$ cat src/rtl/segway_pkg.sv
// Shared definitions for the load-cell / battery conditioning slice.
//   ADC_W            width of every A2D reading
//   BATT_THRESH_DEF  default battery-low threshold
//   DIFF_SAT_POS/NEG saturation codes for the signed 12-bit load difference
//   ld_state_t       averaging FSM states
//   sat_diff         saturated signed difference of two unsigned readings
//   sat_add          unsigned add clamped at all-ones
package segway_pkg;

    localparam int ADC_W = 12;

    localparam logic [ADC_W-1:0] BATT_THRESH_DEF = 12'h800;
    localparam logic [ADC_W-1:0] DIFF_SAT_POS    = 12'h7FF;
    localparam logic [ADC_W-1:0] DIFF_SAT_NEG    = 12'h800;

    typedef enum logic [0:0] {
        ACCUM = 1'b0,
        DUMP  = 1'b1
    } ld_state_t;

    // 13-bit signed a-b lies in -4095..4095; clamp it into 12-bit two's complement.
    // The top two bits of d disagree exactly when the value is outside -2048..2047.
    function automatic logic [ADC_W-1:0] sat_diff(input logic [ADC_W-1:0] a,
                                                   input logic [ADC_W-1:0] b);
        logic [ADC_W:0] d;
        d = {1'b0, a} - {1'b0, b};
        if (!d[ADC_W] && d[ADC_W-1]) begin
            sat_diff = DIFF_SAT_POS;
        end else if (d[ADC_W] && !d[ADC_W-1]) begin
            sat_diff = DIFF_SAT_NEG;
        end else begin
            sat_diff = d[ADC_W-1:0];
        end
    endfunction

    function automatic logic [ADC_W-1:0] sat_add(input logic [ADC_W-1:0] a,
                                                  input logic [ADC_W-1:0] b);
        logic [ADC_W:0] s;
        s = {1'b0, a} + {1'b0, b};
        if (s[ADC_W]) begin
            sat_add = {ADC_W{1'b1}};
        end else begin
            sat_add = s[ADC_W-1:0];
        end
    endfunction

endpackage

$ cat src/rtl/boxcar_avg.sv
// Boxcar accumulator for one load-cell channel.
//   clk, rst   clock, asynchronous active-high reset
//   smpl_vld   din holds a new reading this clock
//   dump       this sample is the last of the window (only meaningful with smpl_vld)
//   clr        discard the partial window (watchdog timeout); avg holds
//   din        12-bit unsigned reading
//   avg        registered window average, updated when a window completes
//   avg_nxt    average the window would produce if this sample completes it;
//              lets the parent register a value derived from the new average
//              on the same edge that updates avg
module boxcar_avg
    import segway_pkg::*;
#(
    parameter int unsigned AVG_SHIFT = 2
) (
    input  logic             clk,
    input  logic             rst,
    input  logic             smpl_vld,
    input  logic             dump,
    input  logic             clr,
    input  logic [ADC_W-1:0] din,
    output logic [ADC_W-1:0] avg,
    output logic [ADC_W-1:0] avg_nxt
);

    localparam int unsigned ACC_W = ADC_W + AVG_SHIFT;

    logic [ACC_W-1:0] acc_r;
    logic [ACC_W-1:0] sum_s;
    logic [ADC_W-1:0] avg_r;

    // Running sum including the sample presented this clock; 2^AVG_SHIFT
    // full-scale readings fit exactly in ACC_W bits.
    always_comb begin
        sum_s = acc_r + {{AVG_SHIFT{1'b0}}, din};
    end

    assign avg_nxt = sum_s[ACC_W-1:AVG_SHIFT];
    assign avg     = avg_r;

    // Accumulator: restart empty after a completed or discarded window.
    always_ff @(posedge clk or posedge rst) begin
        if (rst) begin
            acc_r <= '0;
        end else if (clr) begin
            acc_r <= '0;
        end else if (smpl_vld && dump) begin
            acc_r <= '0;
        end else if (smpl_vld) begin
            acc_r <= sum_s;
        end
    end

    // Average register: loads the truncated mean when a window completes.
    always_ff @(posedge clk or posedge rst) begin
        if (rst) begin
            avg_r <= '0;
        end else if (smpl_vld && dump) begin
            avg_r <= avg_nxt;
        end
    end

endmodule

$ cat src/rtl/ld_cell_cond.sv
// Load-cell / battery conditioning between the A2D interface and the
// balance controller / piezo driver.
//   clk, rst       clock, asynchronous active-high reset
//   smpl_vld       1-clk pulse: lft_ld/rght_ld/batt hold a new A2D round
//   lft_ld/rght_ld 12-bit unsigned load cell readings
//   batt           12-bit unsigned battery reading
//   lft_avg/rght_avg  boxcar averages over 2^AVG_SHIFT samples
//   ld_cell_diff   saturated signed lft_avg - rght_avg
//   diff_vld       1-clk pulse, one clock after the sample completing a window
//   batt_low       battery low with hysteresis
//   stale          no smpl_vld for TMO_CYC clocks
module ld_cell_cond
    import segway_pkg::*;
#(
    parameter int unsigned      AVG_SHIFT   = 2,
    parameter logic [ADC_W-1:0] BATT_THRESH = BATT_THRESH_DEF,
    parameter logic [ADC_W-1:0] BATT_HYST   = 12'h040,
    parameter logic [19:0]      TMO_CYC     = 20'hFFFFF
) (
    input  logic             clk,
    input  logic             rst,
    input  logic             smpl_vld,
    input  logic [ADC_W-1:0] lft_ld,
    input  logic [ADC_W-1:0] rght_ld,
    input  logic [ADC_W-1:0] batt,
    output logic [ADC_W-1:0] lft_avg,
    output logic [ADC_W-1:0] rght_avg,
    output logic [ADC_W-1:0] ld_cell_diff,
    output logic             diff_vld,
    output logic             batt_low,
    output logic             stale
);

    localparam logic [AVG_SHIFT-1:0] CNT_LAST = {AVG_SHIFT{1'b1}};
    localparam logic [AVG_SHIFT-1:0] CNT_ONE  = AVG_SHIFT'(1);
    localparam logic [ADC_W-1:0]     BATT_CLR = sat_add(BATT_THRESH, BATT_HYST);

    ld_state_t            state_r;
    ld_state_t            state_nxt_s;
    logic [AVG_SHIFT-1:0] cnt_r;
    logic [19:0]          wd_cnt_r;
    logic [19:0]          wd_nxt_s;
    logic                 stale_r;
    logic                 stale_nxt_s;
    logic                 enter_stale_s;
    logic                 complete_s;
    logic [ADC_W-1:0]     lft_nxt_s;
    logic [ADC_W-1:0]     rght_nxt_s;
    logic [ADC_W-1:0]     diff_r;
    logic                 batt_low_r;

    // Next-state logic: watchdog count, stale entry, window completion.
    // DUMP is the single clock in which diff_vld is high; a sample arriving
    // then is accumulated normally and so seeds the next window.
    always_comb begin
        wd_nxt_s      = wd_cnt_r;
        stale_nxt_s   = 1'b0;
        enter_stale_s = 1'b0;
        complete_s    = 1'b0;
        state_nxt_s   = state_r;

        if (smpl_vld) begin
            wd_nxt_s = 20'd0;
        end else if (wd_cnt_r != TMO_CYC) begin
            wd_nxt_s = wd_cnt_r + 20'd1;
        end else begin
            wd_nxt_s = wd_cnt_r;
        end
        stale_nxt_s   = (wd_nxt_s == TMO_CYC);
        enter_stale_s = stale_nxt_s && !stale_r;

        case (state_r)
            ACCUM: begin
                if (smpl_vld && (cnt_r == CNT_LAST)) begin
                    complete_s  = 1'b1;
                    state_nxt_s = DUMP;
                end else begin
                    state_nxt_s = ACCUM;
                end
            end
            DUMP: begin
                state_nxt_s = ACCUM;
            end
            default: begin
                state_nxt_s = ACCUM;
            end
        endcase

        if (enter_stale_s) begin
            complete_s  = 1'b0;
            state_nxt_s = ACCUM;
        end else begin
            complete_s = complete_s;
        end
    end

    // FSM state register.
    always_ff @(posedge clk or posedge rst) begin
        if (rst) begin
            state_r <= ACCUM;
        end else begin
            state_r <= state_nxt_s;
        end
    end

    // Sample counter; wraps to zero as the last sample of a window is taken.
    always_ff @(posedge clk or posedge rst) begin
        if (rst) begin
            cnt_r <= '0;
        end else if (enter_stale_s) begin
            cnt_r <= '0;
        end else if (smpl_vld) begin
            cnt_r <= cnt_r + CNT_ONE;
        end
    end

    boxcar_avg #(.AVG_SHIFT(AVG_SHIFT)) u_lft_avg (
        .clk      (clk),
        .rst      (rst),
        .smpl_vld (smpl_vld),
        .dump     (complete_s),
        .clr      (enter_stale_s),
        .din      (lft_ld),
        .avg      (lft_avg),
        .avg_nxt  (lft_nxt_s)
    );

    boxcar_avg #(.AVG_SHIFT(AVG_SHIFT)) u_rght_avg (
        .clk      (clk),
        .rst      (rst),
        .smpl_vld (smpl_vld),
        .dump     (complete_s),
        .clr      (enter_stale_s),
        .din      (rght_ld),
        .avg      (rght_avg),
        .avg_nxt  (rght_nxt_s)
    );

    // Difference register: built from the averages being loaded this edge,
    // zeroed when the data goes stale.
    always_ff @(posedge clk or posedge rst) begin
        if (rst) begin
            diff_r <= '0;
        end else if (enter_stale_s) begin
            diff_r <= '0;
        end else if (complete_s) begin
            diff_r <= sat_diff(lft_nxt_s, rght_nxt_s);
        end
    end

    // Battery-low hysteresis, evaluated only on fresh samples.
    always_ff @(posedge clk or posedge rst) begin
        if (rst) begin
            batt_low_r <= 1'b0;
        end else if (smpl_vld) begin
            if (batt < BATT_THRESH) begin
                batt_low_r <= 1'b1;
            end else if (batt >= BATT_CLR) begin
                batt_low_r <= 1'b0;
            end
        end
    end

    // Watchdog counter and stale flag.
    always_ff @(posedge clk or posedge rst) begin
        if (rst) begin
            wd_cnt_r <= 20'd0;
            stale_r  <= 1'b0;
        end else begin
            wd_cnt_r <= wd_nxt_s;
            stale_r  <= stale_nxt_s;
        end
    end

    assign ld_cell_diff = diff_r;
    assign diff_vld     = (state_r == DUMP);
    assign batt_low     = batt_low_r;
    assign stale        = stale_r;

endmodule
$ cat config.mk
export PLATFORM = sky130hd
export DESIGN_NAME = ld_cell_cond
export DESIGN_NICKNAME = d
export VERILOG_FILES = /design/src/rtl/segway_pkg.sv /design/src/rtl/boxcar_avg.sv /design/src/rtl/ld_cell_cond.sv
export SDC_FILE = /design/constraint.sdc
export NUM_CORES = 1
export LEC_CHECK = 0
export ABC_AREA = 1
export CAP_MARGIN = 10
export CORE_ASPECT_RATIO = 0.9
export CORE_MARGIN = 3
export CORE_UTILIZATION = 57
export DETAILED_ROUTE_END_ITERATION = 7
export PLACE_DENSITY = 0.82
export SYNTH_ARGS = -nofsm -noshare
export SYNTH_HDL_FRONTEND = slang
export SYNTH_SLANG_ARGS = --single-unit
export TNS_END_PERCENT = 50
$ cat constraint.sdc
create_clock -name clk -period 4.5 [get_ports clk]
set_input_delay 0.675 -clock clk [delete_from_list [all_inputs] [get_ports clk]]
set_output_delay 0.675 -clock clk [all_outputs]
set_load 0.02 [all_outputs]
==> reports/results.ini, run 1 <==
[pwr]
power_frac_comb_pct=67.9
leakage_uw=0.00378
vdd_ir_drop_max_mv=0.814
powerDensity_nw_per_um2=837
power.internal_uw=3060
power_frac_clock_pct=11.4
p_sw_share_pct=49.8
p_switching_uw=3030
seqPwrFrac_pct=20.7

[placement]
dp_hpwl_mm=11.9
place_area_sq_um=7000
place_congestion=0.946
port_buffers=71

[timing]
hold_viol=0
tns_ps=0
period_share_pct=91.6
final-setup-viol-count=0
achievable-frequency_mhz=243
rsz0062_at_grt=false
relSlewSlack_pct=25.4
worst_slew_pin_slew_ps=1120
finalMaxSlewViolations=0
fin_worst_skew_ps=8.31
period_minus_slack_ps=4120

[layout]
n_fill_cell=890
syn_to_final_growth_pct=18.4
n_antenna_cell=0
layout-drive-gt1-share_pct=6.52
nNetsFinal=1010
fin_area_sq_um=7260

[status]
outcome=completed

[grt]
grt_first_pass_wirelength_mm=26.6
grt_pass1_vias=5487
grt_overflow_total=0
antenna_found_initial=0
grt_max_degree=80
grt_use_total_pct=27.6

[setup_path]
end_kind=flop
path_buf_inv=5
start_kind=input pin
worstPathArrival_ps=4400
cp_cell_sequence=clkdlybuf4s50_1 -> ha_1 -> inv_1 -> fa_1 -> xnor2_1 -> inv_1 -> ha_1 -> fa_1 -> o21ai_0 -> nand2_1 -> o211ai_1 -> nand3_1 -> nand2_1 -> nand3_1 -> nand2_1 -> inv_1 -> nand3_1 -> nand2_1 -> inv_1 -> nand2_1 -> nand2_1
reg2reg_slack_ps=800
cp_slowest_cell=clkdlybuf4s50_1
path_class=input pin to flop
crit_path_max_fanout=7
slowest_delay_ps=470
path_common_cell=nand2_1
cp_data_required_time_ps=4780
cpLargestDelayFamily=adder cells

[logic_synthesis]
ys_warn_count=0
syn_nets=938
syn_inst=859
postSynthAreaPerCell_sq_um=7.14
synth_seq_cells=89
netlist_area_sq_um=6140
synthDistinctLibCells=38
synth-seq-area-share_pct=36.3

[clocking]
cts_resized=0
cts_buffers=9
clockBufferDepth=2
ctsHoldBuffers=0
cts_sinks=89
cts_tree=built
cts_max_level=3
cts_setup_buffers=0
path_clk_slew_ps=60
clock_latency_ps=350
cts_root_buf=clkbuf_16

[route]
first_pass_iters=5
postRouteAntennaNets=0
drt_iter0_drc=539
route.detailed.drc=0
num_vias=5862
via_per_inst=5.51
post_drt_wl_per_cell_um=15.1
drt-total-wl_mm=16.0

[die]
std_cell_rows=35
die_h_um=104
core_area_sq_um=10400
start_util_pct=59.1
die_area_sq_um=12000
fp.dieW_um=115
io_pins=78

[run]
drv_cap=0

[worst_hold_path]
hp-class=flop to flop

## Yosys cell counts (all sizes together)
library cell | instances | area (sq um)
o211ai | 1 | 7.51
o21bai | 3 | 22.5
nand3 | 61 | 328
a31o | 1 | 8.76
nor4 | 6 | 37.5
xnor2 | 11 | 96.3
a31oi | 1 | 6.26
inv | 116 | 438
nor3 | 12 | 81.3
clkbuf | 13 | 48.8
nand4 | 43 | 269
o21ai | 37 | 189
nand3b | 2 | 15.0
nand2 | 295 | 1120
fa | 3 | 60.1
ha | 37 | 463
nor2 | 59 | 239
a21oi | 34 | 189
xor2 | 23 | 201
or2 | 4 | 25.0
buf | 7 | 53.8
dfrtp | 89 | 2230
o22ai | 1 | 6.26
## state kept, by name, indices dropped and copies added, names as in the netlist
name              cells
u_lft_avg.avg        12
u_rght_avg.avg       12
batt_low              1
stale                 1
diff_vld              1
wd_cnt_r             20
ld_cell_diff         12
cnt_r                 2
u_rght_avg.acc_r     14
u_lft_avg.acc_r      14
## final timing paths
path	startpoint	endpoint	cells after the start
min in group asynchronous	rst	wd_cnt_r[9]$_DFF_PP0_	2
min reg2reg	u_rght_avg.acc_r[10]$_DFFE_PP0P_	u_rght_avg.acc_r[10]$_DFFE_PP0P_	2
min	u_rght_avg.acc_r[10]$_DFFE_PP0P_	u_rght_avg.acc_r[10]$_DFFE_PP0P_	2
max in group asynchronous	rst	ld_cell_diff[1]$_DFFE_PP0P_	3
max reg2reg	u_rght_avg.acc_r[0]$_DFFE_PP0P_	ld_cell_diff[2]$_DFFE_PP0P_	20
max	lft_ld[0]	ld_cell_diff[2]$_DFFE_PP0P_	21
## logic make-up (layout without fill, tap and decap cells)
group                    count (synthesis)  count (layout)  synth area share, %
adder cells (fa/ha/maj)                 40              40                 8.52
XOR/XNOR                                34              34                 4.85
AND/OR/NAND/NOR                        482             482                 34.5
AO/OA/AOI/OAI                           78              78                 6.99
buffers and inverters                  136             212                 8.81
flip-flops                              89              89                 36.3
## metal layers
metal / wire, um / part of all wire, % / track usage (%) / vias up
met5: 0 / 0 / 0 / -
met4: 205 / 1.3 / 5.95 / 0
met3: 1470 / 9.2 / 6.63 / 22
met2: 6960 / 43 / 40.5 / 243
met1: 7390 / 46 / 41.5 / 2686
li1: - / - / - / 2911
## cells in the final DEF (no fill, tap or decap), types with 3 or more instances in the layout
cell,Yosys,layout
nor3_1,9,8
nand2_1,290,290
clkdlybuf4s50_1,0,71
clkinv_2,0,3
xor2_1,23,23
nor4_1,6,6
nand4_1,43,43
clkbuf_16,0,9
inv_1,105,104
fa_1,3,3
ha_1,37,37
buf_4,0,9
o21bai_1,3,3
nor3_2,2,3
nand3_1,58,58
o21ai_0,35,35
inv_2,10,10
nor2_2,4,4
nand2_2,4,4
nor2_1,54,54
or2_2,4,4
xnor2_1,11,11
a21oi_1,31,31
dfrtp_1,89,89
## worst register-to-register path, delay by kind of cell, from the launching register on
| kind | cells | cell delay, ps |
|---|---|---|
| and+or+nand+nor | 10 | 980 |
| DFF | 1 | 380 |
| xor gates and xnor gates | 1 | 200 |
| AOI/OAI and AO/OA | 3 | 610 |
| adders and majority gates | 3 | 1100 |
| buffers and inverters | 3 | 390 |
## area by class of cell
class / count / area (sq um) / area share (%)
Timing Repair Buffer: 81 / 798 / 11.0
Clock inverter: 3 / 17.5 / 0.241
Tap cell: 129 / 161 / 2.22
Clock buffer: 12 / 246 / 3.39
Inverter: 116 / 439 / 6.05
Sequential cell: 89 / 2230 / 30.7
Multi-Input combinational cell: 634 / 3370 / 46.5
## power by group through the flow
| stage | Sequential (uW) | Combinational [uW] | Clock (uW) |
|---|---|---|---|
| global placement | 1260 | 3970 | 0 |
| global route | 1290 | 4630 | 737 |
| floorplan | 1410 | 2670 | 0 |
| finish | 1260 | 4130 | 696 |
| detailed placement | 1260 | 4040 | 0 |
| CTS | 1260 | 4090 | 703 |
## stage by stage
step | util, % | setup slack [ps] | instances | hold WS (ps) | total power (uW)
after detailed placement | 67.5 | 110 | 1049 | 461 | 5310
after floorplan | - | 965 | 859 | 442 | 4090
final | 70.0 | 379 | 1064 | 478 | 6080
after global placement | 67.5 | 204 | 1049 | 457 | 5230
after CTS | 70.0 | 450 | 1064 | 476 | 6050
after global routing | 70.0 | 31.2 | 1064 | 497 | 6660
Note: power is estimated with default switching activity, not from simulation.
==> inputs of run 2 (changes only) <==
Clock period 4.5 ns to 3.9 ns, I/O delays scaled along.
==> run 2 against run 1 <==
Against the previous run: non-clock buffer count is 47 higher; critical path depth stayed put; worst setup slack worse by 96 ps; via count is 2.7% higher; clock power is 29% higher; core utilization is 4.1 points higher; clock-buffer cell count is 1 lower.
==> reports/results.ini, run 2 (synthesized netlist as in run 1, its figures left out) <==
[status]
outcome=completed  ; unchanged

[route]
drt_iter0_drc=473  ; was 539
via_per_inst=5.41  ; was 5.51
num_vias=6021  ; was 5,862
route.detailed.drc=0  ; unchanged
drt-total-wl_mm=16.6  ; was 16.0 mm
first_pass_iters=5  ; unchanged
post_drt_wl_per_cell_um=14.9  ; was 15.1 um
postRouteAntennaNets=0  ; unchanged

[worst_hold_path]
min_from=u_lft_avg.acc_r[12]$_DFFE_PP0P_  ; was u_rght_avg.acc_r[10]$_DFFE_PP0P_
hp-class=flop to flop  ; unchanged

[clocking]
clockBufferDepth=2  ; unchanged
path_clk_slew_ps=60  ; about the same
clock_latency_ps=340  ; was 350 ps
cts_setup_buffers=0  ; unchanged
cts_root_buf=clkbuf_16  ; unchanged
cts_buffers=9  ; unchanged
ctsHoldBuffers=0  ; unchanged
cts_tree=built  ; unchanged
cts_sinks=89  ; unchanged
cts_max_level=3  ; unchanged

[layout]
syn_to_final_growth_pct=25.2  ; was 18.4%
top_regs=wd_cnt_r: 20 flops, u_lft_avg.acc_r: 14 flops, u_rght_avg.acc_r: 14 flops  ; unchanged
final_cells=1112  ; was 1,064
layout_commonest_cell=nand2_1  ; unchanged
nNetsFinal=1057  ; was 1,010
layout_common_cells=nand2_1 (289), inv_1 (103), dfrtp_1 (89)  ; was nand2_1 (290), inv_1 (104), dfrtp_1 (89)
fin_util_pct=74.1  ; was 70.0%
n_antenna_cell=0  ; unchanged
top_register=wd_cnt_r  ; unchanged
largest_reg_flops=20  ; unchanged
layout-drive-gt1-share_pct=12.1  ; was 6.52%

[pwr]
vdd_ir_drop_max_mv=1.08  ; was 0.814 mV
leakage_uw=0.00404  ; was 0.00378 uW
powerDensity_nw_per_um2=1050  ; was 837 nW/um^2
power_frac_comb_pct=70.9  ; was 67.9%
p_switching_uw=3740  ; was 3030 uW
power.internal_uw=4330  ; was 3060 uW
seqPwrFrac_pct=18.0  ; was 20.7%
power_frac_clock_pct=11.1  ; was 11.4%
p_sw_share_pct=46.3  ; was 49.8%

[die]
start_util_pct=59.1  ; unchanged
core_area_sq_um=10400  ; unchanged
die_h_um=104  ; unchanged
std_cell_rows=35  ; unchanged
die_area_sq_um=12000  ; unchanged
io_pins=78  ; unchanged
fp.dieW_um=115  ; unchanged

[setup_path]
worstReg2RegStart=wd_cnt_r[0]$_DFF_PP0_  ; was u_rght_avg.acc_r[0]$_DFFE_PP0P_
path_class=input pin to flop  ; unchanged
reg2reg_slack_ps=470  ; was 800 ps
end_kind=flop  ; unchanged
worstPathArrival_ps=3900  ; was 4400 ps
cp_data_required_time_ps=4180  ; was 4780 ps
start_kind=input pin  ; unchanged
crit_start=rght_ld[0]  ; was lft_ld[0]
crit_path_max_fanout=7  ; unchanged

[run]
drv_cap=0  ; unchanged

[grt]
grt_max_degree=74  ; was 80
antenna_found_initial=0  ; unchanged
grt_overflow_total=0  ; unchanged
grt_pass1_vias=5766  ; was 5,487
grt_first_pass_wirelength_mm=27.4  ; was 26.6 mm
grt_use_total_pct=28.5  ; was 27.6%

[timing]
fin_worst_skew_ps=8.11  ; was 8.31 ps
hold_viol=0  ; unchanged
worst_slew_pin_slew_ps=1120  ; about the same
final-setup-viol-count=0  ; unchanged
period_minus_slack_ps=3620
tns_ps=0  ; unchanged
achievable-frequency_mhz=276
finalMaxSlewViolations=0  ; unchanged
rsz0062_at_grt=false  ; unchanged
relSlewSlack_pct=25.1  ; was 25.4%
period_share_pct=92.7

[placement]
place_congestion=0.933  ; was 0.946
dp.cells=1096  ; was 1,049
port_buffers=71  ; unchanged
dp_hpwl_mm=12.3  ; was 11.9 mm

==> run 2: changes by cell type in the layout (fill, tap and decap cells not counted), moves of 2 or more <==
cell	previous run	this run
nand3_2	2	4
buf_4	9	57
clkbuf_1	2	0
nand3_1	58	56
==> run 2: final timing paths <==
path	endpoint	cells after the start
max	ld_cell_diff[0]$_DFFE_PP0P_	21
min	u_lft_avg.acc_r[12]$_DFFE_PP0P_	2
max reg2reg	u_lft_avg.acc_r[6]$_DFFE_PP0P_	18
min reg2reg	u_lft_avg.acc_r[12]$_DFFE_PP0P_	2
max in group asynchronous	ld_cell_diff[6]$_DFFE_PP0P_	3
min in group asynchronous	wd_cnt_r[4]$_DFF_PP0_	2
==> run 2: cell type report <==
| type | count | area [sq um] |
|---|---|---|
| inverters | 116 | 439 |
| fillers | 832 | 2690 |
| clock inverters | 5 | 53.8 |
| repair buffers | 128 | 1140 |
| flip-flops and latches | 89 | 2230 |
| multi-input cells | 634 | 3410 |
| clock buffers | 11 | 253 |
| well taps | 129 | 161 |
==> run 2: timing repair <==
action | 4_1_cts | 5_1_grt
gates resized for setup | 0 | 9
setup endpoints to repair | 0 | 11
hold endpoints to repair | 0 | 0
==> run 2: through the flow <==
stage | power, uW | instance area [sq um] | hold WS [ps] | setup slack (ps)
6_report | 8070 | 7690 | 477 | 283
5_1_grt | 8790 | 7690 | 502 | 11.1
4_1_cts | 7900 | 7650 | 475 | 180
3_5_place_dp | 6930 | 7340 | 459 | -146
3_3_place_gp | 6820 | 7340 | 457 | -71.3
2_1_floorplan | 4720 | 6140 | 442 | 455
==> run 2: power by group through the flow <==
stage	registers [uW]	logic, uW	clock network (uW)
after floorplan	1630	3080	0
after global placement	1450	5370	0
after detailed placement	1460	5480	0
after CTS	1450	5550	905
after global routing	1490	6360	942
final	1450	5730	896
==> run 2: critical path, stage by stage <==
cell             delay [ps]
clkdlybuf4s50_1         410
ha_1                    230
fa_1                    470
a31oi_1                 240
xnor2_1                 160
inv_1                   140
ha_1                    390
nand2_1                  70
o21ai_1                 160
nand2_1                  70
o211ai_1                120
nand3_1                 110
nand2_1                 110
nand3_1                  90
nand2_2                 100
inv_1                    50
nand3_1                  90
nand2_1                  70
inv_2                   110
nand2_1                  60
nand2_1                  60
==> run 2: per-layer routing <==
layer / vias up / part of all wire (%) / GRT usage, %
li1: 3005 / - / -
met2: 192 / 45 / 43.7
met5: - / 0 / 0
met3: 40 / 6.6 / 4.36
met4: 0 / 2.5 / 8.63
met1: 2784 / 46 / 41.4
